### src/rtl/spi_arbiter_if.sv
`default_nettype none
// +----------------------------------------------------------------------+
// | Module   : spi_arbiter_if                                            |
// | Purpose  : Client request/response bus plus spi_master control lines |
// |            shared between spi_arbiter and its surroundings.          |
// | Revision : 1.0 - initial release                                     |
// +----------------------------------------------------------------------+
interface spi_arbiter_if #(
    parameter int N_REQ       = 4,
    parameter int DATA_LENGTH = 8
);
    // client side
    logic [N_REQ-1:0]             req_valid;
    logic [N_REQ*DATA_LENGTH-1:0] req_data;
    logic [N_REQ-1:0]             req_ready;
    logic [N_REQ-1:0]             rsp_valid;
    logic [DATA_LENGTH-1:0]       rsp_data;
    logic                         rsp_err;
    // spi_master side
    logic                         m_start;
    logic [DATA_LENGTH-1:0]       m_data_in;
    logic                         m_busy;
    logic                         m_done;
    logic [DATA_LENGTH-1:0]       m_data_out;
    logic                         m_cs_n;
    // per-slave chip selects
    logic [N_REQ-1:0]             slave_cs_n;

    // master: the arbiter itself, which owns grants, responses and the
    // spi_master controls
    modport master (
        input  req_valid, req_data, m_busy, m_done, m_data_out, m_cs_n,
        output req_ready, rsp_valid, rsp_data, rsp_err, m_start, m_data_in,
               slave_cs_n
    );

    // slave: the clients and spi_master surrounding the arbiter
    modport slave (
        output req_valid, req_data, m_busy, m_done, m_data_out, m_cs_n,
        input  req_ready, rsp_valid, rsp_data, rsp_err, m_start, m_data_in,
               slave_cs_n
    );
endinterface
`default_nettype wire

### src/rtl/spi_arbiter.sv
`default_nettype none
// +----------------------------------------------------------------------+
// | Module   : spi_arbiter                                               |
// | Purpose  : Round-robin arbiter and transaction sequencer sharing one |
// |            spi_master among N_REQ clients, one slave per client.     |
// | Revision : 1.0 - initial release                                     |
// +----------------------------------------------------------------------+
module spi_arbiter #(
    parameter int N_REQ          = 4,
    parameter int DATA_LENGTH    = 8,
    parameter int TIMEOUT_CYCLES = 256,
    parameter int GUARD_CYCLES   = 2
) (
    input  logic          clk,
    input  logic          rst_n,
    spi_arbiter_if.master bus
);
    localparam int IDX_W = (N_REQ > 1) ? $clog2(N_REQ) : 1;
    localparam int TO_W  = $clog2(TIMEOUT_CYCLES + 1);
    localparam int GD_W  = $clog2(GUARD_CYCLES + 1);

    localparam logic [TO_W-1:0]  TO_LAST = TO_W'(TIMEOUT_CYCLES - 1);
    localparam logic [GD_W-1:0]  GD_LAST = GD_W'(GUARD_CYCLES - 1);
    localparam logic [IDX_W-1:0] PTR_RST = IDX_W'(N_REQ - 1);
    localparam logic [N_REQ-1:0] ONE     = {{(N_REQ-1){1'b0}}, 1'b1};

    typedef enum logic [2:0] {
        IDLE  = 3'd0,
        START = 3'd1,
        WAIT  = 3'd2,
        RESP  = 3'd3,
        GAP   = 3'd4
    } state_t;

    state_t           state;
    logic [IDX_W-1:0] gnt_idx;
    logic [IDX_W-1:0] rr_ptr;
    logic [TO_W-1:0]  to_cnt;
    logic [GD_W-1:0]  gd_cnt;

    logic [IDX_W-1:0] winner;
    logic [IDX_W-1:0] cand;
    logic             grant_ok;

    // Round-robin pick: scan downward so the last hit is the first
    // asserted request above rr_ptr (wrapping modulo N_REQ).
    always_comb begin
        winner = rr_ptr;
        cand   = '0;
        for (int k = N_REQ; k >= 1; k--) begin
            cand = IDX_W'((int'(rr_ptr) + k) % N_REQ);
            if (bus.req_valid[cand]) begin
                winner = cand;
            end
        end
    end

    // A new grant needs a request and a fully quiet spi_master, which also
    // keeps a timed-out master from being restarted while it still runs.
    assign grant_ok = (|bus.req_valid) && !bus.m_busy && !bus.m_done;

    // Sequencer: arbitration, start pulse, wait/timeout, response, guard gap.
    always_ff @(posedge clk or negedge rst_n) begin
        if (!rst_n) begin
            state         <= IDLE;
            gnt_idx       <= '0;
            rr_ptr        <= PTR_RST;
            to_cnt        <= '0;
            gd_cnt        <= '0;
            bus.req_ready <= '0;
            bus.rsp_valid <= '0;
            bus.rsp_data  <= '0;
            bus.rsp_err   <= 1'b0;
            bus.m_start   <= 1'b0;
            bus.m_data_in <= '0;
        end else begin
            bus.req_ready <= '0;
            bus.rsp_valid <= '0;
            bus.m_start   <= 1'b0;
            case (state)
                IDLE: begin
                    if (grant_ok) begin
                        gnt_idx       <= winner;
                        bus.m_data_in <= bus.req_data[winner*DATA_LENGTH +: DATA_LENGTH];
                        bus.m_start   <= 1'b1;
                        bus.req_ready <= ONE << winner;
                        state         <= START;
                    end
                end
                START: begin
                    rr_ptr <= gnt_idx;
                    to_cnt <= '0;
                    state  <= WAIT;
                end
                WAIT: begin
                    if (bus.m_done) begin
                        bus.rsp_data  <= bus.m_data_out;
                        bus.rsp_err   <= 1'b0;
                        bus.rsp_valid <= ONE << gnt_idx;
                        state         <= RESP;
                    end else if (to_cnt == TO_LAST) begin
                        bus.rsp_data  <= '0;
                        bus.rsp_err   <= 1'b1;
                        bus.rsp_valid <= ONE << gnt_idx;
                        state         <= RESP;
                    end else begin
                        to_cnt <= to_cnt + 1'b1;
                    end
                end
                RESP: begin
                    gd_cnt <= '0;
                    state  <= GAP;
                end
                GAP: begin
                    if (gd_cnt == GD_LAST) begin
                        state <= IDLE;
                    end else begin
                        gd_cnt <= gd_cnt + 1'b1;
                    end
                end
                default: state <= IDLE;
            endcase
        end
    end

    // Chip select routing: only the granted slave follows the master's CS,
    // and only while its transaction is in flight.
    always_comb begin
        bus.slave_cs_n = '1;
        if (state == START || state == WAIT || state == RESP) begin
            bus.slave_cs_n[gnt_idx] = bus.m_cs_n;
        end
    end
endmodule
`default_nettype wire
### src/flat_wrapper.sv
// flat-port wrapper written by rule: the top's interface ports become plain ports
module spi_arbiter_flat 
#(
    parameter int N_REQ          = 4,
    parameter int DATA_LENGTH    = 8,
    parameter int TIMEOUT_CYCLES = 256,
    parameter int GUARD_CYCLES   = 2
)
  (clk, rst_n, bus_req_valid, bus_req_data, bus_m_busy, bus_m_done, bus_m_data_out, bus_m_cs_n, bus_req_ready, bus_rsp_valid, bus_rsp_data, bus_rsp_err, bus_m_start, bus_m_data_in, bus_slave_cs_n);
  spi_arbiter_if #(.N_REQ(N_REQ), .DATA_LENGTH(DATA_LENGTH)) bus_i ();
  input  logic clk;
  input  logic rst_n;
  input wire logic [$bits(bus_i.req_valid)-1:0] bus_req_valid;
  input wire logic [$bits(bus_i.req_data)-1:0] bus_req_data;
  input wire logic [$bits(bus_i.m_busy)-1:0] bus_m_busy;
  input wire logic [$bits(bus_i.m_done)-1:0] bus_m_done;
  input wire logic [$bits(bus_i.m_data_out)-1:0] bus_m_data_out;
  input wire logic [$bits(bus_i.m_cs_n)-1:0] bus_m_cs_n;
  output wire logic [$bits(bus_i.req_ready)-1:0] bus_req_ready;
  output wire logic [$bits(bus_i.rsp_valid)-1:0] bus_rsp_valid;
  output wire logic [$bits(bus_i.rsp_data)-1:0] bus_rsp_data;
  output wire logic [$bits(bus_i.rsp_err)-1:0] bus_rsp_err;
  output wire logic [$bits(bus_i.m_start)-1:0] bus_m_start;
  output wire logic [$bits(bus_i.m_data_in)-1:0] bus_m_data_in;
  output wire logic [$bits(bus_i.slave_cs_n)-1:0] bus_slave_cs_n;
  assign bus_i.req_valid = bus_req_valid;
  assign bus_i.req_data = bus_req_data;
  assign bus_i.m_busy = bus_m_busy;
  assign bus_i.m_done = bus_m_done;
  assign bus_i.m_data_out = bus_m_data_out;
  assign bus_i.m_cs_n = bus_m_cs_n;
  assign bus_req_ready = bus_i.req_ready;
  assign bus_rsp_valid = bus_i.rsp_valid;
  assign bus_rsp_data = bus_i.rsp_data;
  assign bus_rsp_err = bus_i.rsp_err;
  assign bus_m_start = bus_i.m_start;
  assign bus_m_data_in = bus_i.m_data_in;
  assign bus_slave_cs_n = bus_i.slave_cs_n;
  spi_arbiter #(.N_REQ(N_REQ), .DATA_LENGTH(DATA_LENGTH), .TIMEOUT_CYCLES(TIMEOUT_CYCLES), .GUARD_CYCLES(GUARD_CYCLES)) u_core (.clk(clk), .rst_n(rst_n), .bus(bus_i));
endmodule
### config.mk
export PLATFORM = sky130hd
export DESIGN_NAME = spi_arbiter_flat
export DESIGN_NICKNAME = d
export VERILOG_FILES = /design/src/rtl/spi_arbiter_if.sv /design/src/rtl/spi_arbiter.sv /design/src/flat_wrapper.sv
export SDC_FILE = /design/constraint.sdc
export NUM_CORES = 1
export LEC_CHECK = 0
export ABC_AREA = 0
export BUFFER_PORTS_ARGS = -buffer_cell sky130_fd_sc_hd__clkbuf_2
export CAP_MARGIN = 40
export CORE_MARGIN = 10
export CORE_UTILIZATION = 35
export DETAILED_ROUTE_END_ITERATION = 10
export GPL_TIMING_DRIVEN = 0
export PLACE_DENSITY_LB_ADDON = 0.2
export SLEW_MARGIN = 20
export SYNTH_ARGS = -nofsm -noshare
export SYNTH_HDL_FRONTEND = slang
export SYNTH_SLANG_ARGS = --single-unit
### constraint.sdc
create_clock -name clk -period 2.3 [get_ports clk]
set_input_delay 0.345 -clock clk [delete_from_list [all_inputs] [get_ports clk]]
set_output_delay 0.345 -clock clk [all_outputs]
set_load 0.05 [all_outputs]
==> impl_metrics.ini <==
[placed_design]
port_buffers = 78
placed_cell_area_um2 = 2700
hpwlAfterDp_um = 4470
place_congestion = 0.866
pre_cts_ws_ns = -0.0817
placed_cells = 377

[floorplanning]
die_height_um = 99.4
pin_count = 79
dieArea_um2 = 9880
start_util_pct = 36.6
fp.coreArea_um2 = 6030
die_w_um = 99.4
rows = 28

[timing]
setup_ws_ns = 0.0508
worst_pin_slew_ns = 0.612
final-max-slew-violation-count = 0
fmax_ghz = 0.445
rsz0062_at_grt = true
setup_tns_ns = 0
hold_viol_final = 0
slew_headroom_pct = 59.2
fin_worst_skew_ns = 0.00636
final.min_clock_period_ns = 2.25
whs_ns = 0.0834
setup_viol = 0
post-route-period-util_pct = 97.8

[yosys]
ys.flop_type = dfrtp_1
synthSimpleGateAreaFrac_pct = 20.5
synthCells = 223
synthXorXnorAreaFrac_pct = 2.38
synth.avg_cell_area_um2 = 9.89
synth_cell_types = 45
synth_top_area_share_pct = 47.6
yosysSeqAreaShare_pct = 50.0
synthMuxAreaShare_pct = 1.02
syn_area_um2 = 2210
synth_top_family_by_area = compound AO/OA/AOI/OAI gates
syn-num-nets = 275
postSynth.asyncResetShare_pct = 100
synth_adder_area_share_pct = 1.70
yosys.area.top_type = dfrtp_1
ys.warnings.count = 0
synth-seq-cells = 44
synth_edf_count = 0
synth_compound_area_share_pct = 21.1
ys_top_cells_by_area = dfrtp_1, a211oi_1, nor2_1

[clock_network]
path_clk_slew_ns = 0.08
cts.sinks = 44
cts_max_level = 2
root_buffer = clkbuf_8
cts-buffers-inserted = 5
cts_tree = built
cts_hold_buffers = 0
clk_latency_ns = 0.30
clock_path_buffers = 2

[final_layout]
finalInstanceArea_um2 = 2880
fin_cells = 388
final_cell_mix = clkbuf_2, dfrtp_1, nor2_1, nand2_1, a211oi_1
mostFrequentLayoutCell = clkbuf_2
fillerInstances = 589
syn2layout_area_growth_pct = 30.4
fin_nets = 364
postLayoutCoreUtil_pct = 47.7
drive_gt1_share_pct = 36.4
seqCellArea_um2 = 1100
multi_input_area_um2 = 1090
antenna_cells = 0

[global_route]
first_global_vias = 2103
antenna_found_initial = 0
grt_max_degree = 45
gr-total-overflow = 0
grt_pass1_wl_um = 10000
grt_usage_pct = 11.9

[hold_path]
min_path_type = input pin to asynchronous set/reset pin

[detailed_routing]
drtAntennaViolNets = 0
drt_iter0_markers = 51
routed_wl_um = 5860
dr.pass1.iters = 4
viasPerCell = 5.05
drc_errors = 0
wl_per_cell_um = 15.1
num_vias = 1961

[critical_path]
cp_data_arrival_time_ns = 2.42
critPathMaxStageDelay_ns = 0.58
slowest_stage = or4b_4
crit_chain = ha_4 -> nand3_2 -> nor2_2 -> ha_4 -> or4b_4 -> a21o_4 -> nor3_4 -> xnor2_1 -> nor2_1
worst-path-stages = 9
cpMostUsedCell = ha_4
path_class = flop to flop
cp_top_family = simple AND/OR/NAND/NOR gates
crit_required_ns = 2.47
startpoint_type = flop
cp_num_buf_inv = 0
cp-end-kind = flop
rr_worst_depth = 9
cp_max_fo = 5

[run_status]
outcome = completed

[pwr]
total_power_mw = 3.68
peakVddDrop_uv = 584
power.leakage_nw = 1.37
power_density_nw_per_um2 = 1280

[flow_run]
drv_cap = 0
## registers in the layout, indices dropped and copies added (netlist names)
| signal | flops |
|---|---|
| u_core.bus.m_data_in | 8 |
| u_core.bus.m_start | 1 |
| u_core.bus.req_ready | 4 |
| u_core.bus.rsp_data | 8 |
| u_core.bus.rsp_err | 1 |
| u_core.bus.rsp_valid | 4 |
| u_core.gd_cnt | 2 |
| u_core.gnt_idx | 2 |
| u_core.rr_ptr | 2 |
| u_core.state | 3 |
| u_core.to_cnt | 9 |
## final cells by class
class	count	area share, %
timing repair buffer	82	14.6
clock buffer	7	3.00
clock inverter	1	0.261
buffer	11	1.96
tap	75	3.26
inverter	4	0.522
sequential	44	38.4
multi-input combinational	164	38.0
## path summary, 6_finish.rpt
path                                          from                 endpoint  slack [ns]
setup / recovery                  u_core.to_cnt[0]         u_core.to_cnt[7]        0.05
hold / removal                               rst_n         u_core.to_cnt[0]        0.08
setup reg to reg                  u_core.to_cnt[0]         u_core.to_cnt[7]        0.05
hold reg to reg            u_core.bus.m_data_in[3]  u_core.bus.m_data_in[3]        0.49
max in group asynchronous                    rst_n         u_core.to_cnt[4]        1.81
min in group clk                  bus_req_data[17]  u_core.bus.m_data_in[1]        0.27
## routing by layer
layer	global-route usage [%]	vias up	wire length (um)
li1	-	985	-
met1	14.8	880	2690
met2	17.3	90	2360
met3	6.78	6	755
met4	3.42	0	60
met5	0	-	0
## repair_timing
action	in CTS	in global routing
cloned	0	0
endpoints found under the hold margin	0	0
pin swaps	0	6
buffers inserted	0	3
endpoints found under the setup margin	4	7
resized for setup	3	8
## cells by family (layout without fill, tap and decap cells)
| family | Yosys count | in the layout |
|---|---|---|
| simple gates | 90 | 90 |
| buf+inv | 15 | 105 |
| fa+ha+maj | 3 | 3 |
| xor+xnor | 6 | 6 |
| flops | 44 | 44 |
| compound gates | 63 | 63 |
| mux | 2 | 2 |
## power breakdown
group / internal (mW) / total (mW) / switching [mW]
sequential: 1.04 / 1.20 / 0.161
combinational: 0.605 / 1.98 / 1.38
clock: 0.244 / 0.504 / 0.260
## synth_stat cells (2+ instances only)
library cell  number
or2_2              2
xnor2_1            3
nand3b_1           2
clkbuf_1           3
a21boi_0           6
buf_2              3
buf_1              3
o21a_1             7
nor2_1            25
o31ai_1            3
xor2_1             3
nor3b_1            2
ha_1               3
o21ai_0            6
o21bai_1           2
nand2b_1           3
mux2_2             2
a21o_1             3
and2_1             2
dfstp_2            2
a22o_1             8
a211oi_1          18
nor3_1            11
nand3_1            7
dfrtp_1           42
and3_1             2
nand2_1           23
nor3_2             2
nand4_1            2
a21oi_1            5
inv_1              4
Note: power is estimated with default switching activity, not from simulation.
